**config.mk**
```make
export PLATFORM = sky130hd
export DESIGN_NAME = ks32_multiword_seq
export DESIGN_NICKNAME = d
export VERILOG_FILES = /design/src/rtl/ks_seq_pkg.sv /design/src/rtl/kogge_stone_32.sv /design/src/rtl/ks32_multiword_seq.sv
export SDC_FILE = /design/constraint.sdc
export NUM_CORES = 1
export LEC_CHECK = 0
export ABC_AREA = 1
export CELL_PAD_IN_SITES_DETAIL_PLACEMENT = 2
export CELL_PAD_IN_SITES_GLOBAL_PLACEMENT = 2
export CORE_ASPECT_RATIO = 0.9
export CORE_MARGIN = 2
export CORE_UTILIZATION = 29
export DETAILED_ROUTE_END_ITERATION = 12
export GPL_TIMING_DRIVEN = 0
export HOLD_SLACK_MARGIN = 0.06
export PLACE_DENSITY = 0.87
export SYNTH_ARGS = -nofsm -noshare
export SYNTH_HDL_FRONTEND = slang
export SYNTH_SLANG_ARGS = --single-unit
```
**constraint.sdc**
```tcl
create_clock -name clk -period 3.3 [get_ports clk]
set_clock_uncertainty 0.2 [all_clocks]
set_input_delay 0.66 -clock clk [delete_from_list [all_inputs] [get_ports clk]]
set_output_delay 0.66 -clock clk [all_outputs]
set_load 0.05 [all_outputs]
```
**src/rtl/ks_seq_pkg.sv**
```systemverilog
// Shared types for the multi-word Kogge-Stone sequencer.
// Holds the FSM state encoding and the limb width.
package ks_seq_pkg;

  localparam int LIMB_W = 32;

  localparam logic [1:0] S_IDLE = 2'd0;
  localparam logic [1:0] S_ADD  = 2'd1;
  localparam logic [1:0] S_CINC = 2'd2;
  localparam logic [1:0] S_DONE = 2'd3;

  typedef enum logic [1:0] {
    IDLE = S_IDLE,
    ADD  = S_ADD,
    CINC = S_CINC,
    DONE = S_DONE
  } state_t;

endpackage

```
**src/rtl/kogge_stone_32.sv**
```systemverilog
// 32-bit Kogge-Stone parallel-prefix adder, no carry-in.
// Ports: a, b (addends), sum (a+b mod 2^32), cout (carry out).
module kogge_stone_32 (
  input  logic [31:0] a,
  input  logic [31:0] b,
  output logic [31:0] sum,
  output logic        cout
);

  logic [5:0][31:0] g;
  logic [5:0][31:0] p;

  always_comb begin
    g = '0;
    p = '0;
    g[0] = a & b;
    p[0] = a ^ b;
    for (int l = 1; l < 6; l++) begin
      for (int i = 0; i < 32; i++) begin
        if (i >= (1 << (l - 1))) begin
          g[l][i] = g[l-1][i] |
                    (p[l-1][i] & g[l-1][i - (1 << (l - 1))]);
          p[l][i] = p[l-1][i] & p[l-1][i - (1 << (l - 1))];
        end else begin
          g[l][i] = g[l-1][i];
          p[l][i] = p[l-1][i];
        end
      end
    end
  end

  // g[5][i] is the carry out of bit i
  assign sum  = p[0] ^ {g[5][30:0], 1'b0};
  assign cout = g[5][31];

endmodule

```
**src/rtl/ks32_multiword_seq.sv**
```systemverilog
// Multi-word add/sub that reuses one 32-bit adder per limb, LSB first.
// Ports: in_valid/in_ready/op_sub/a/b in, out_valid/out_ready/result/cout out.
module ks32_multiword_seq
  import ks_seq_pkg::*;
#(
  parameter int WORDS = 4,
  parameter int IDXW  = $clog2(WORDS)
) (
  input  logic                  clk,
  input  logic                  rst_n,
  input  logic                  in_valid,
  output logic                  in_ready,
  input  logic                  op_sub,
  input  logic [WORDS*32-1:0]   a,
  input  logic [WORDS*32-1:0]   b,
  output logic                  out_valid,
  input  logic                  out_ready,
  output logic [WORDS*32-1:0]   result,
  output logic                  cout
);

  localparam int W = WORDS * LIMB_W;

  state_t              state_q, state_d;
  logic [IDXW-1:0]     idx_q, idx_d;
  logic                carry_q, carry_d;
  logic                sub_q, sub_d;
  logic [W-1:0]        a_q, a_d;
  logic [W-1:0]        b_q, b_d;
  logic [W-1:0]        r_q, r_d;
  logic [LIMB_W-1:0]   tmp_q, tmp_d;
  logic                c1_q, c1_d;

  logic [LIMB_W-1:0]   ks_a, ks_b, ks_sum;
  logic                ks_cout;
  logic                last;

  assign last = (idx_q == IDXW'(WORDS - 1));

  // Adder input mux: CINC adds 1 to the held limb sum,
  // otherwise the current limb pair (b inverted for subtract).
  always_comb begin
    ks_a = a_q[idx_q*LIMB_W +: LIMB_W];
    ks_b = b_q[idx_q*LIMB_W +: LIMB_W] ^ {LIMB_W{sub_q}};
    if (state_q == CINC) begin
      ks_a = tmp_q;
      ks_b = LIMB_W'(1);
    end
  end

  kogge_stone_32 u_add (
    .a    (ks_a),
    .b    (ks_b),
    .sum  (ks_sum),
    .cout (ks_cout)
  );

  always_comb begin
    state_d = state_q;
    idx_d   = idx_q;
    carry_d = carry_q;
    sub_d   = sub_q;
    a_d     = a_q;
    b_d     = b_q;
    r_d     = r_q;
    tmp_d   = tmp_q;
    c1_d    = c1_q;
    unique case (state_q)
      IDLE: begin
        if (in_valid) begin
          a_d     = a;
          b_d     = b;
          sub_d   = op_sub;
          carry_d = op_sub;
          idx_d   = '0;
          state_d = ADD;
        end
      end
      ADD: begin
        tmp_d = ks_sum;
        c1_d  = ks_cout;
        if (carry_q) begin
          state_d = CINC;
        end else begin
          r_d[idx_q*LIMB_W +: LIMB_W] = ks_sum;
          carry_d = ks_cout;
          if (last) state_d = DONE;
          else      idx_d   = idx_q + 1'b1;
        end
      end
      CINC: begin
        r_d[idx_q*LIMB_W +: LIMB_W] = ks_sum;
        // at most one of these is set; OR is safe
        carry_d = c1_q | ks_cout;
        if (last) begin
          state_d = DONE;
        end else begin
          idx_d   = idx_q + 1'b1;
          state_d = ADD;
        end
      end
      DONE: begin
        if (out_ready) state_d = IDLE;
      end
      default: state_d = IDLE;
    endcase
  end

  always_ff @(posedge clk or negedge rst_n) begin
    if (!rst_n) begin
      state_q <= IDLE;
      idx_q   <= '0;
      carry_q <= 1'b0;
      sub_q   <= 1'b0;
      a_q     <= '0;
      b_q     <= '0;
      r_q     <= '0;
      tmp_q   <= '0;
      c1_q    <= 1'b0;
    end else begin
      state_q <= state_d;
      idx_q   <= idx_d;
      carry_q <= carry_d;
      sub_q   <= sub_d;
      a_q     <= a_d;
      b_q     <= b_d;
      r_q     <= r_d;
      tmp_q   <= tmp_d;
      c1_q    <= c1_d;
    end
  end

  // Partial limbs never leave the block
  assign in_ready  = (state_q == IDLE);
  assign out_valid = (state_q == DONE);
  assign result    = out_valid ? r_q : '0;
  assign cout      = out_valid & carry_q;

endmodule

```
==> metrics.txt <==
status=complete, but fails checks; violations in the final reports=negative setup slack; worst slew slack as a fraction of its limit=22.3%; Net Count, Synth=2858; setup repair after global routing missed its margin=yes; CTS buffer count=50; startpoint type of the worst setup path=flip-flop; number of cells on the critical path=19; global placer's final weighted congestion=0.885; number of input and output port buffers inserted=391; floorplan die area=0.0777 sq mm; die boundary width=294 um; startpoint of the worst-slack reg-to-reg timing path=idx_q[0]$_DFFE_PN0P_; Rows=95; initial antenna violation count=15; slowest stage delay, CP=0.51 ns; number of top-level design ports=392; highest fanout seen on the critical path=10; flop-to-flop setup slack=-1.09 ns; deepest level of the CTS H-tree=2; die height=265 um; Hold Violations, Final=0; total global routing track utilization=30.2%; WP data arrival=4.74 ns; end of the worst register-to-register path=r_q[114]$_DFFE_PN0P_; HP Class=reg2reg; final cycle utilization of the critical path=133%; share of post-route cells with drive strength above 1=33.1%; sort of element at the end of the critical path=flip-flop; total via count in the routed design=23.0k; worst-case setup margin in the final layout=-1.09 ns; cell class contributing the biggest share of worst-path delay=simple AND/OR/NAND/NOR gates; wire length of the first global-routing pass=173 mm; number of global-route vias before repair=25.1k; Routed WL=134 mm; critical path buffer and inverter count=4; library cell used as clock root buffer=clkbuf_16; average footprint of a synthesized cell=8.57 sq um; cell depth of the worst hold path=2; DRC violation total after the first TritonRoute iteration=1635; source-to-sink clock delay at the later pin of the worst-skew pair=0.65 ns; R2R cell count=19; count of unresolved DRC violations after routing=0; number of vias per cell after detailed routing=5.62; number of max-slew violations in the final report=0; area occupied by multi-input gates=0.0119 sq mm; number of clock sinks seen by CTS=423; required time at the endpoint of the critical path=3.66 ns; area taken by flip-flops and latches=0.0106 sq mm; most frequent CP cell=nand2_1; maximum clock rate=0.228 GHz; count of mapped cells out of synthesis=2553; actual transition at the worst max-transition pin=1.15 ns; total standard cell area after synthesis=0.0219 sq mm; critical-path cell with the highest stage delay=ha_4; initial core utilization=29.3%; worst slack at placement=-2.49 ns; type of the setup path with the least slack=reg2reg; Filler Cells Inserted=7842; Layout area overhead=48.1%; critical-path cell list=buf_12, inv_16, clkbuf_16, clkbuf_16, o21ai_2, o22ai_2, nand2_1, nand2_1, ha_4, nand2_2, nor2_2, nand3_1, nand3_4, nand2_1, nand2_1, nand2_1, nand2_4, nand3_1, o21ai_1; hold path endpoint=r_q[59]$_DFFE_PN0P_; flip-flop and latch count after synthesis=423; final net count=3374; GR Overflow Total=0; hold path start=r_q[59]$_DFFE_PN0P_; Routed WL per cell=32.7 um; post-detailed-route count of antenna-violating nets=0; Synth Warn #=0; final period demand of the worst path=4.39 ns; core outline area=0.0746 sq mm; CTS tree=built; maximum number of pins on one net before global-route repair=113; first-pass iteration count of the detailed router=7; clock-pin slew on the worst setup and hold paths=0.08 ns; proportion of synthesized chip area in sequential cells=48.4%; maximum clock path buffer count=3; post-synth cell types=39; number of max-cap violations=0; number of setup violations in the final report=395; DP Wirelength=76.1 mm
## tightest hold or removal path, delay by kind of cell, from the launching register on
| family | cells | cell delay, ns |
|---|---|---|
| flip-flops | 1 | 0.34 |
| AND/OR/NAND/NOR | 2 | 0.11 |
## cells in the final DEF, fill, tap and decap left out, types with 22 or more instances in the layout
| master | netlist | final |
|---|---|---|
| ha_4 | 0 | 29 |
| clkbuf_8 | 0 | 23 |
| mux2_2 | 257 | 257 |
| clkbuf_2 | 0 | 22 |
| nor2_1 | 221 | 165 |
| nand2_4 | 1 | 29 |
| a21oi_2 | 0 | 31 |
| o21ai_1 | 32 | 114 |
| o22ai_2 | 0 | 46 |
| clkdlybuf4s50_1 | 0 | 261 |
| clkbuf_1 | 110 | 61 |
| buf_4 | 2 | 60 |
| nor2_2 | 0 | 44 |
| clkdlybuf4s15_2 | 0 | 97 |
| o21ai_0 | 231 | 94 |
| dfrtp_1 | 423 | 421 |
| nand4_1 | 24 | 24 |
| nand3_1 | 57 | 38 |
| clkbuf_16 | 0 | 64 |
| nand2_1 | 654 | 547 |
| dlygate4sd2_1 | 0 | 22 |
| inv_1 | 290 | 269 |
| nand2_2 | 2 | 81 |
| o21ai_2 | 0 | 53 |
## sequential cells by signal, indices dropped and copies added (netlist names)
name,flops
idx_q,2
c1_q,1
a_q,128
state_q,2
r_q,128
b_q,128
sub_q,1
carry_q,1
tmp_q,32
## worst max-delay path by stage
stage / start / end / slack [ns]
detailed placement: idx_q[1]$_DFFE_PN0P_ / r_q[109]$_DFFE_PN0P_ / -2.49
global route: idx_q[0]$_DFFE_PN0P_ / tmp_q[18]$_DFFE_PN0P_ / -1.07
CTS: idx_q[0]$_DFFE_PN0P_ / r_q[109]$_DFFE_PN0P_ / -0.21
global placement: rst_n / b_q[118]$_DFFE_PN0P_ / -18.17
finish: idx_q[0]$_DFFE_PN0P_ / r_q[114]$_DFFE_PN0P_ / -1.09
floorplan: idx_q[0]$_DFFE_PN0P_ / r_q[112]$_DFFE_PN0P_ / 0.02
## layout make-up
class | count | share of cell area (%)
Antenna cell | 8 | 0.0617
Buffer | 141 | 3.50
Clock buffer | 73 | 4.38
Clock inverter | 18 | 0.706
Inverter | 297 | 3.59
Multi-Input combinational cell | 1691 | 36.7
Sequential cell | 423 | 32.7
Tap cell | 970 | 3.74
Timing Repair Buffer | 464 | 14.6
Timing Repair inverter | 1 | 0.0347
## repair_timing
action                                 CTS  global route
pin swaps                               63            76
buffers inserted                        43            21
endpoints found under the hold margin   57             0
setup endpoints to repair              344           407
hold buffers                             1             0
cloned                                   3             2
resized for setup                      879           334
## per-stage QoR
step / setup TNS, ns / std cells / cell area, sq um / hold WS, ns / utilization, %
2_1_floorplan: 0 / 2553 / 21900 / 0.164 / -
3_3_place_gp: -7965.11 / 3914 / 27000 / 0.264 / 36.2
3_5_place_dp: -381.58 / 3918 / 27100 / 0.270 / 36.3
4_1_cts: -16.83 / 4056 / 31200 / 0.289 / 41.8
5_1_grt: -141.57 / 4083 / 32400 / 0.313 / 43.4
6_report: -154.05 / 4086 / 32400 / 0.285 / 43.4
## Yosys cell counts (all sizes together)
cell	number	area, sq um
a221oi	1	8.76
nand4	24	150
xor2	9	78.8
a22o	13	114
mux2	257	2890
nor2	221	830
o31ai	1	7.51
or2	1	6.26
o22ai	51	319
buf	32	156
inv	297	1110
dfrtp	423	10600
a21o	1	7.51
and2	2	12.5
o21bai	1	7.51
nand3	57	285
nor4	1	21.3
nor3	7	46.3
ha	43	538
o211ai	1	7.51
a31oi	12	75.1
nand2	657	2480
a32o	4	40.0
a21oi	53	265
fa	1	20.0
and3	2	12.5
clkbuf	110	413
xnor2	6	52.6
a211oi	1	7.51
o21ai	264	1330
## per-layer routing
metal,share of wire [%],track usage [%]
met3,7.9,6.25
met1,36,34.4
met4,8.5,18.3
met5,0.075,0
met2,47,52.0
## cells by family (layout without fill, tap and decap cells)
group	after synthesis	in the layout	share of synthesized area [%]
simple gates	972	972	17.6
buf+inv	439	994	7.69
flops	423	423	48.4
compound gates	403	403	10.0
mux	257	257	13.2
fa+ha+maj	44	44	2.55
xor+xnor	15	15	0.600
other cells	0	8	0
Power is not shown: default switching activity piles up to over one toggle a cycle in this logic, so the estimate is an artifact.
